--- config.mk ---
export PLATFORM = sky130hd
export DESIGN_NAME = rpn_stack_controller
export DESIGN_NICKNAME = d
export VERILOG_FILES = /design/src/rtl/rpn_stack_controller.sv
export SDC_FILE = /design/constraint.sdc
export NUM_CORES = 1
export LEC_CHECK = 0
export ABC_AREA = 1
export ABC_CLOCK_PERIOD_IN_PS = 6000
export BUFFER_PORTS_ARGS = -buffer_cell sky130_fd_sc_hd__buf_2
export CELL_PAD_IN_SITES_DETAIL_PLACEMENT = 0
export CELL_PAD_IN_SITES_GLOBAL_PLACEMENT = 2
export CORE_ASPECT_RATIO = 1.5
export CORE_MARGIN = 2
export CORE_UTILIZATION = 36
export DETAILED_ROUTE_END_ITERATION = 6
export PLACE_DENSITY = 0.9
export SKIP_LAST_GASP = 1
export SLEW_MARGIN = 15
export SYNTH_ARGS = -nofsm -noshare
export SYNTH_HDL_FRONTEND = slang
export SYNTH_SLANG_ARGS = --single-unit
--- constraint.sdc ---
create_clock -name i_clock -period 6 [get_ports i_clock]
set_input_delay 0.3 -clock i_clock [delete_from_list [all_inputs] [get_ports i_clock]]
set_output_delay 0.3 -clock i_clock [all_outputs]
set_load 0.03 [all_outputs]
--- src/rtl/rpn_stack_controller.sv ---
// RPN operand stack sequencer feeding NOS/TOS to the ALU and writing back its result.
// Optional RPN_ERRSTICKY_EN: ERROR latches until the next accepted command.
module rpn_stack_controller #(
    parameter int DEPTH   = 4,
    parameter int WIDTH   = 16,
    parameter int ALU_LAT = 1
) (
    input  logic                         i_clock,
    input  logic                         i_reset_n,
    input  logic                         i_push,
    input  logic                         i_exec,
    input  logic                         i_drop,
    input  logic [7:0]                   i_operand,
    input  logic [2:0]                   i_opcode,
    input  logic [WIDTH-1:0]             i_alu_result,
    output logic [WIDTH-1:0]             o_alu_a,
    output logic [WIDTH-1:0]             o_alu_b,
    output logic [2:0]                   o_alu_op,
    output logic [WIDTH-1:0]             o_tos,
    output logic [$clog2(DEPTH+1)-1:0]   o_count,
    output logic                         o_busy,
    output logic                         o_error
);

    localparam int CW = $clog2(DEPTH+1);
    localparam logic [CW-1:0] C_DEPTH = CW'(DEPTH);
    localparam logic [CW-1:0] C_ONE   = CW'(1);
    localparam logic [CW-1:0] C_TWO   = CW'(2);
    localparam logic [2:0]    C_LAT   = 3'(ALU_LAT - 1);

    typedef enum logic [1:0] {
        S_IDLE,
        S_LOAD,
        S_WRITE
    } state_t;

    state_t               r_state;
    state_t               w_state_n;
    logic [WIDTH-1:0]     r_level   [DEPTH];
    logic [WIDTH-1:0]     w_level_n [DEPTH];
    logic [CW-1:0]        r_count;
    logic [CW-1:0]        w_count_n;
    logic [WIDTH-1:0]     r_tos;
    logic [WIDTH-1:0]     w_tos_n;
    logic [WIDTH-1:0]     r_alu_a;
    logic [WIDTH-1:0]     r_alu_b;
    logic [WIDTH-1:0]     w_nos;
    logic [2:0]           r_alu_op;
    logic [2:0]           r_lat_cnt;
    logic [2:0]           w_lat_cnt_n;
    logic                 r_error;
    logic                 w_load;
    logic                 w_err_set;
    logic                 w_accept;

    always_comb begin
        w_nos = '0;
        for (int i = 0; i < DEPTH; i++) begin
            if (CW'(i) == r_count - C_TWO) w_nos = r_level[i];
        end
    end

    always_comb begin
        w_state_n   = r_state;
        w_lat_cnt_n = r_lat_cnt;
        w_count_n   = r_count;
        w_level_n   = r_level;
        w_load      = 1'b0;
        w_err_set   = 1'b0;
        w_accept    = 1'b0;
        unique case (r_state)
            S_IDLE: begin
                if (i_exec) begin
                    if (r_count >= C_TWO) begin
                        w_load      = 1'b1;
                        w_accept    = 1'b1;
                        w_lat_cnt_n = C_LAT;
                        w_state_n   = S_LOAD;
                    end else begin
                        w_err_set = 1'b1;
                    end
                end else if (i_push) begin
                    if (r_count < C_DEPTH) begin
                        for (int i = 0; i < DEPTH; i++) begin
                            if (CW'(i) == r_count)
                                w_level_n[i] = {{(WIDTH-8){1'b0}}, i_operand};
                        end
                        w_count_n = r_count + C_ONE;
                        w_accept  = 1'b1;
                    end else begin
                        w_err_set = 1'b1;
                    end
                end else if (i_drop) begin
                    if (r_count != '0) begin
                        for (int i = 0; i < DEPTH; i++) begin
                            if (CW'(i) == r_count - C_ONE) w_level_n[i] = '0;
                        end
                        w_count_n = r_count - C_ONE;
                        w_accept  = 1'b1;
                    end else begin
                        w_err_set = 1'b1;
                    end
                end
            end
            S_LOAD: begin
                if (r_lat_cnt == '0) w_state_n = S_WRITE;
                else                 w_lat_cnt_n = r_lat_cnt - 3'd1;
            end
            S_WRITE: begin
                for (int i = 0; i < DEPTH; i++) begin
                    if (CW'(i) == r_count - C_TWO) w_level_n[i] = i_alu_result;
                    if (CW'(i) == r_count - C_ONE) w_level_n[i] = '0;
                end
                w_count_n = r_count - C_ONE;
                w_state_n = S_IDLE;
            end
            default: w_state_n = S_IDLE;
        endcase
    end

    // TOS is registered, so derive it from the next-state stack image
    always_comb begin
        w_tos_n = '0;
        for (int i = 0; i < DEPTH; i++) begin
            if (CW'(i + 1) == w_count_n) w_tos_n = w_level_n[i];
        end
    end

    always_ff @(posedge i_clock or negedge i_reset_n) begin
        if (!i_reset_n) begin
            r_state   <= S_IDLE;
            r_level   <= '{default: '0};
            r_count   <= '0;
            r_tos     <= '0;
            r_alu_a   <= '0;
            r_alu_b   <= '0;
            r_alu_op  <= '0;
            r_lat_cnt <= '0;
            r_error   <= 1'b0;
        end else begin
            r_state   <= w_state_n;
            r_level   <= w_level_n;
            r_count   <= w_count_n;
            r_tos     <= w_tos_n;
            r_lat_cnt <= w_lat_cnt_n;
            if (w_load) begin
                r_alu_a  <= w_nos;
                r_alu_b  <= r_tos;
                r_alu_op <= i_opcode;
            end
`ifdef RPN_ERRSTICKY_EN
            if (w_err_set)     r_error <= 1'b1;
            else if (w_accept) r_error <= 1'b0;
`else
            r_error <= w_err_set;
`endif
        end
    end

    assign o_alu_a  = r_alu_a;
    assign o_alu_b  = r_alu_b;
    assign o_alu_op = r_alu_op;
    assign o_tos    = r_tos;
    assign o_count  = r_count;
    assign o_busy   = (r_state != S_IDLE);
    assign o_error  = r_error;

endmodule
Word-level counts from Yosys, hierarchy flattened
Index checks and enable logic that the tools add are counted.

Muxes and demuxes: 54. $add $sub $neg: 4. Eq/ne operators: 19. Reduce and logical (&&, ||, !) cells: 10. Magnitude comparators: 2.

Operators by type and width (count): 16-bit two-way mux (24); 64-bit two-way mux (5); 64-bit one-hot mux with 2 select lines (1); 2-bit by 3-bit == test with 1-bit output (first input constant) (8); 3-bit two-way mux (8); 1-bit by 3-bit == test with 1-bit output (first input constant) (4); 3-bit logical NOT (4); 3-bit one-hot mux with 2 select lines (2); 1-bit two-way mux (10); 2-bit inequality test (second input constant) (4); 2-bit two-way mux (3); 3-bit by 1-bit subtractor with 3-bit output (second input constant) (2); 2-bit one-hot mux with 2 select lines (1); 4-bit AND reduction (1); 2-bit nonzero test (2); 3-bit by 1-bit adder with 3-bit output (second input constant) (1); 3-bit == test (first input constant) (1); 3-bit by 2-bit greater-or-equal comparator with 1-bit output (second input constant) (1); 3-bit less-than comparator (second input constant) (1); 3-bit AND reduction (1); 3-bit nonzero test (1); 3-bit by 2-bit subtractor with 3-bit output (second input constant) (1); 2-bit by 1-bit == test with 1-bit output (second input constant) (1); 2-bit == test (second input constant) (1); 2-bit logical NOT (1).

Input bits: 32. Output and inout port bits: 56. Logic and storage cells: 101. Bits in registers: 124.

Depth between registers and ports, before layout
Depth after elaboration: 12. Gate-level depth with buffers: 15. Mapped depth without buffers: 14.

Least setup slack after synthesis
OpenSTA, ideal clock, no wires.

Path type: flip-flop to flip-flop. From: register r_count[1], in the netlist o_count[1]. To: register r_tos[2], in the netlist o_tos[2]. Path buffers: 3. Data arrival time: 2.174 ns. Setup time: 0.130 ns. Required time: 5.870 ns. Period minus slack after synthesis: 2.304 ns. Setup slack: 3.696 ns. Stages on the path, launching flop included: 11. Cells stage by stage: dfrtp_1 -> inv_1 -> ha_1 -> buf_2 -> nand2_1 -> buf_2 -> buf_2 -> o211ai_1 -> nand3_1 -> nand3_1 -> nand4_1.

RTL lines: start, declared (RTL line 41) `logic [CW-1:0] r_count;`; start signal, assigned (RTL line 143) `r_count <= w_count_n;`; end signal, assigned (RTL line 144) `r_tos <= w_tos_n;`; end, declared (RTL line 43) `logic [WIDTH-1:0] r_tos;`.

Final worst setup path
From: register r_count[2], in the netlist o_count[2]. To: register r_alu_a[10], in the netlist o_alu_a[10].

Longest elaborated chain between the ends: 6. Elaborated cells between the ends (all ways): 13. Those cells by class: add/sub: 1; order compare: 1; eq/ne: 3; mux: 7; reduce/logical: 1.

Ends and longest elaborated chain: 3-bit by 2-bit subtractor with 3-bit output (RTL line 59) `if (CW'(i) == r_count - C_TWO) w_nos = r_level[i];`; 3-bit logical NOT (RTL line 59); 16-bit two-way mux (4 in series) (RTL line 59); end signal, assigned (RTL line 147) `r_alu_a <= w_nos;`; end, declared (RTL line 45) `logic [WIDTH-1:0] r_alu_a;`.

Parallel ways exist; a longest one is shown, timed or not. A chain may end at the register's enable or synchronous reset.

==> qor.csv <==
stage,metric,value,unit
synthesis,yosysMostFrequentCell,nand2_1,
timing,slew_headroom,23.4,%
floorplanning,core_area,0.0217,sq mm
route,via_count,8161,
flow_run,cap_violations,0,
critical_path,worstPathMaxFanout,28,
cts,clock-root-buffer,clkbuf_16,
route,route.met3.wl,1.07,mm
synthesis,post_synth.cell_area_avg,6.89,sq um
critical_path,crit_type,flop to flop,
cts,numCtsBuffers,17,
route,top_layer,met4,
timing,fin_crit_sh,59.8,%
timing,holdWs,0.0659,ns
synthesis,synth_edf_count,0,
critical_path,endpoint_kind,flop,
timing,clock.fmax,279,MHz
route,detail_route.iter0.violations,755,
timing,rsz0062_at_grt,false,
cts,post_cts_buffers,0,
power_and_ir_drop,power_density,639,mW/mm^2
timing,drv_slew,0,
critical_path,start_kind,flop,
critical_path,crit_path_cell_trace,inv_4 > ha_1 > nand2_1 > nor2_1 > a21oi_1 > a21oi_1 > nand2_1 > a21oi_1,
synthesis,ys_seq_area_share,38.9,%
grt,grt-ovfl-total,0,
cts,htree_levels,4,
route,antenna_left,0,
hold_path,min_path_cells,3,
critical_path,critPathSlowestCell,nor2_1,
route,met1_length,12.1,mm
grt,grt_pass1_vias,8086,
placed_design,hpwl,22.6,mm
route,wl_met2,16.0,mm
route,wirelength,31.8,mm
synthesis,ys_seq_elements,124,
timing,finalSetupViolCount,0,
power_and_ir_drop,peakVddDrop,0.276,mV
synthesis,synth_area,0.00798,sq mm
floorplanning,fp.dieW,126,um
hold_path,min_path_type,input port to flop,
layout,multi_input_area,0.00401,sq mm
floorplanning,placementRows,66,
cts,numClockSinks,124,
placed_design,gp_congestion,0.922,
cts,insertion_delay,0.43,ns
layout,fin_nets,1255,
timing,finClkSkew,0.0131,ns
critical_path,cp.arrival,3.93,ns
synthesis,synthCells,1159,
floorplanning,io_pins,88,
layout,num-fill-cells,2384,
timing,hold_violations,0,
synthesis,ys_warn_count,0,
cts,clk_pin_slew,0.06,ns
synthesis,synth_nets,1201,
timing,finalSetupTns,0,ns
outcome,status,"complete, no violations",
cts,cts_tree,yes,
synthesis,synth_ff_type,dfrtp_1,
route,route.detailed.drc,0,
floorplanning,initial_utilization,36.7,%
timing,worst_pin_slew,1.14,ns
synthesis,synth_top_area_share,38.9,%
critical_path,worstPathRequired,6.34,ns
route,vias_per_cell,5.45,
grt,antenna_found_initial,0,
grt,grt_pass1_wl,48.4,mm
synthesis,netlist_top_cells_count,"nand2_1 (315), nand3_1 (131), inv_1 (130)",
floorplanning,die-area,0.0234,sq mm
timing,min_period,3.59,ns
cts,cts_resized,0,
synthesis,synth.area.top_cells,"dfrtp_1 (39%), nand2_1 (15%), nand3_1 (8.2%), a21oi_1 (6.4%), inv_1 (6.1%)",
critical_path,max_stage_delay,1.05,ns
synthesis,synth_top_area_cell,dfrtp_1,
route,wire_per_inst,21.3,um
layout,area_delta_synth_final,13.7,%
critical_path,crit_path_frequent_cell,a21oi_1,
placed_design,portBuffers,87,
layout,seq_area,0.00310,sq mm
grt,grt_usage,27.4,%
power_and_ir_drop,power_leakage,4.81,nW
layout,drive_gt1_share,14.0,%
floorplanning,die-height,186,um
synthesis,synth_async_sr_flop_share,100,%
cts,postCtsHoldBufs,1,
critical_path,ff2ff_path_depth,8,
route,first_pass_iters,5,
grt,grt_max_degree,86,
cts,cts_max_path_buffers,2,
layout,n_antenna_cell,0,
synthesis,yosysUniqueCellTypes,35,
registers in the layout (all words and copies together), names as in the netlist:
| name | flops |
|---|---|
| o_alu_a | 16 |
| o_error | 1 |
| o_alu_op | 3 |
| o_tos | 16 |
| r_level | 64 |
| o_alu_b | 16 |
| r_state | 2 |
| o_count | 3 |
| r_lat_cnt | 3 |
area by class of cell:
type                       instances  area share (%)
inverter                         143            5.97
timing repair buffer             100            5.97
multi-input combinational        827            44.2
clock inverter                    14            1.24
clock buffer                      17            4.69
tap                              272            3.75
sequential                       124            34.2
path summary, 6_finish.rpt:
path / start / end / slack [ns]
max in group asynchronous: i_reset_n / o_alu_a[5]$_DFFE_PN0P_ / 4.42
max reg2reg: o_count[2]$_DFF_PN0_ / o_alu_a[10]$_DFFE_PN0P_ / 2.41
min reg2reg: o_tos[11]$_DFF_PN0_ / o_alu_b[11]$_DFFE_PN0P_ / 0.46
min in group asynchronous: i_reset_n / o_alu_op[2]$_DFFE_PN0P_ / 0.50
min: i_opcode[2] / o_alu_op[2]$_DFFE_PN0P_ / 0.07
max: o_count[2]$_DFF_PN0_ / o_alu_a[10]$_DFFE_PN0P_ / 2.41
logic make-up after synthesis:
| group | after synthesis | synth area share [%] |
|---|---|---|
| AND/OR/NAND/NOR | 616 | 34.1 |
| adder cells (fa/ha/maj) | 10 | 1.57 |
| flip-flops | 124 | 38.9 |
| XOR/XNOR | 1 | 0.110 |
| buffers and inverters | 208 | 10.9 |
| AO/OA/AOI/OAI | 200 | 14.4 |
per-layer routing:
layer / vias to the layer above / track usage [%]
li1: 3900 / -
met1: 3880 / 31.7
met2: 281 / 45.8
met5: - / 0
met4: 0 / 20.4
met3: 100 / 3.53
critical path: cells and delay by family, from the launching register on:
| family | cells | cell delay [ns] |
|---|---|---|
| flip-flops | 1 | 0.56 |
| adder cells (fa/ha/maj) | 1 | 0.55 |
| AND/OR/NAND/NOR | 3 | 1.79 |
| buffers and inverters | 1 | 0.13 |
| AO/OA/AOI/OAI | 3 | 0.47 |
cell usage in the layout, fill, tap and decap left out, types with 2 or more instances in the layout:
cell,count
dfrtp_1,123
nand2_4,6
clkinvlp_4,4
a21oi_2,2
nor2_2,4
a31oi_1,2
nand3_1,131
a21oi_1,102
nand4_1,38
inv_4,2
o21ai_1,8
buf_2,86
o21ai_0,37
nor2_4,3
clkinv_2,2
nor3_1,13
nand2_1,315
inv_2,10
nand2_2,10
inv_1,130
ha_1,10
buf_4,12
o211ai_1,42
inv_6,6
clkbuf_16,17
nor2_1,93
o221ai_1,4
power breakdown:
group          switching (mW)  internal, mW  total [mW]
Sequential              0.255          1.17        1.43
Clock                   0.434         0.534       0.968
Combinational            2.55         0.856        3.40
stage by stage:
step           cell area, sq um  util [%]  cells  power [mW]  setup WS [ns]
6_report                   9070      41.8   1497        5.80           2.41
5_1_grt                    9070      41.8   1497        6.20           2.10
4_1_cts                    9070      41.8   1497        5.79           2.52
3_5_place_dp               8520      39.2   1465        4.82           2.53
3_3_place_gp               8520      39.2   1465        4.81           2.63
2_1_floorplan              7980         -   1159        3.75           3.70
No activity file was read; power rests on OpenSTA's default activity.
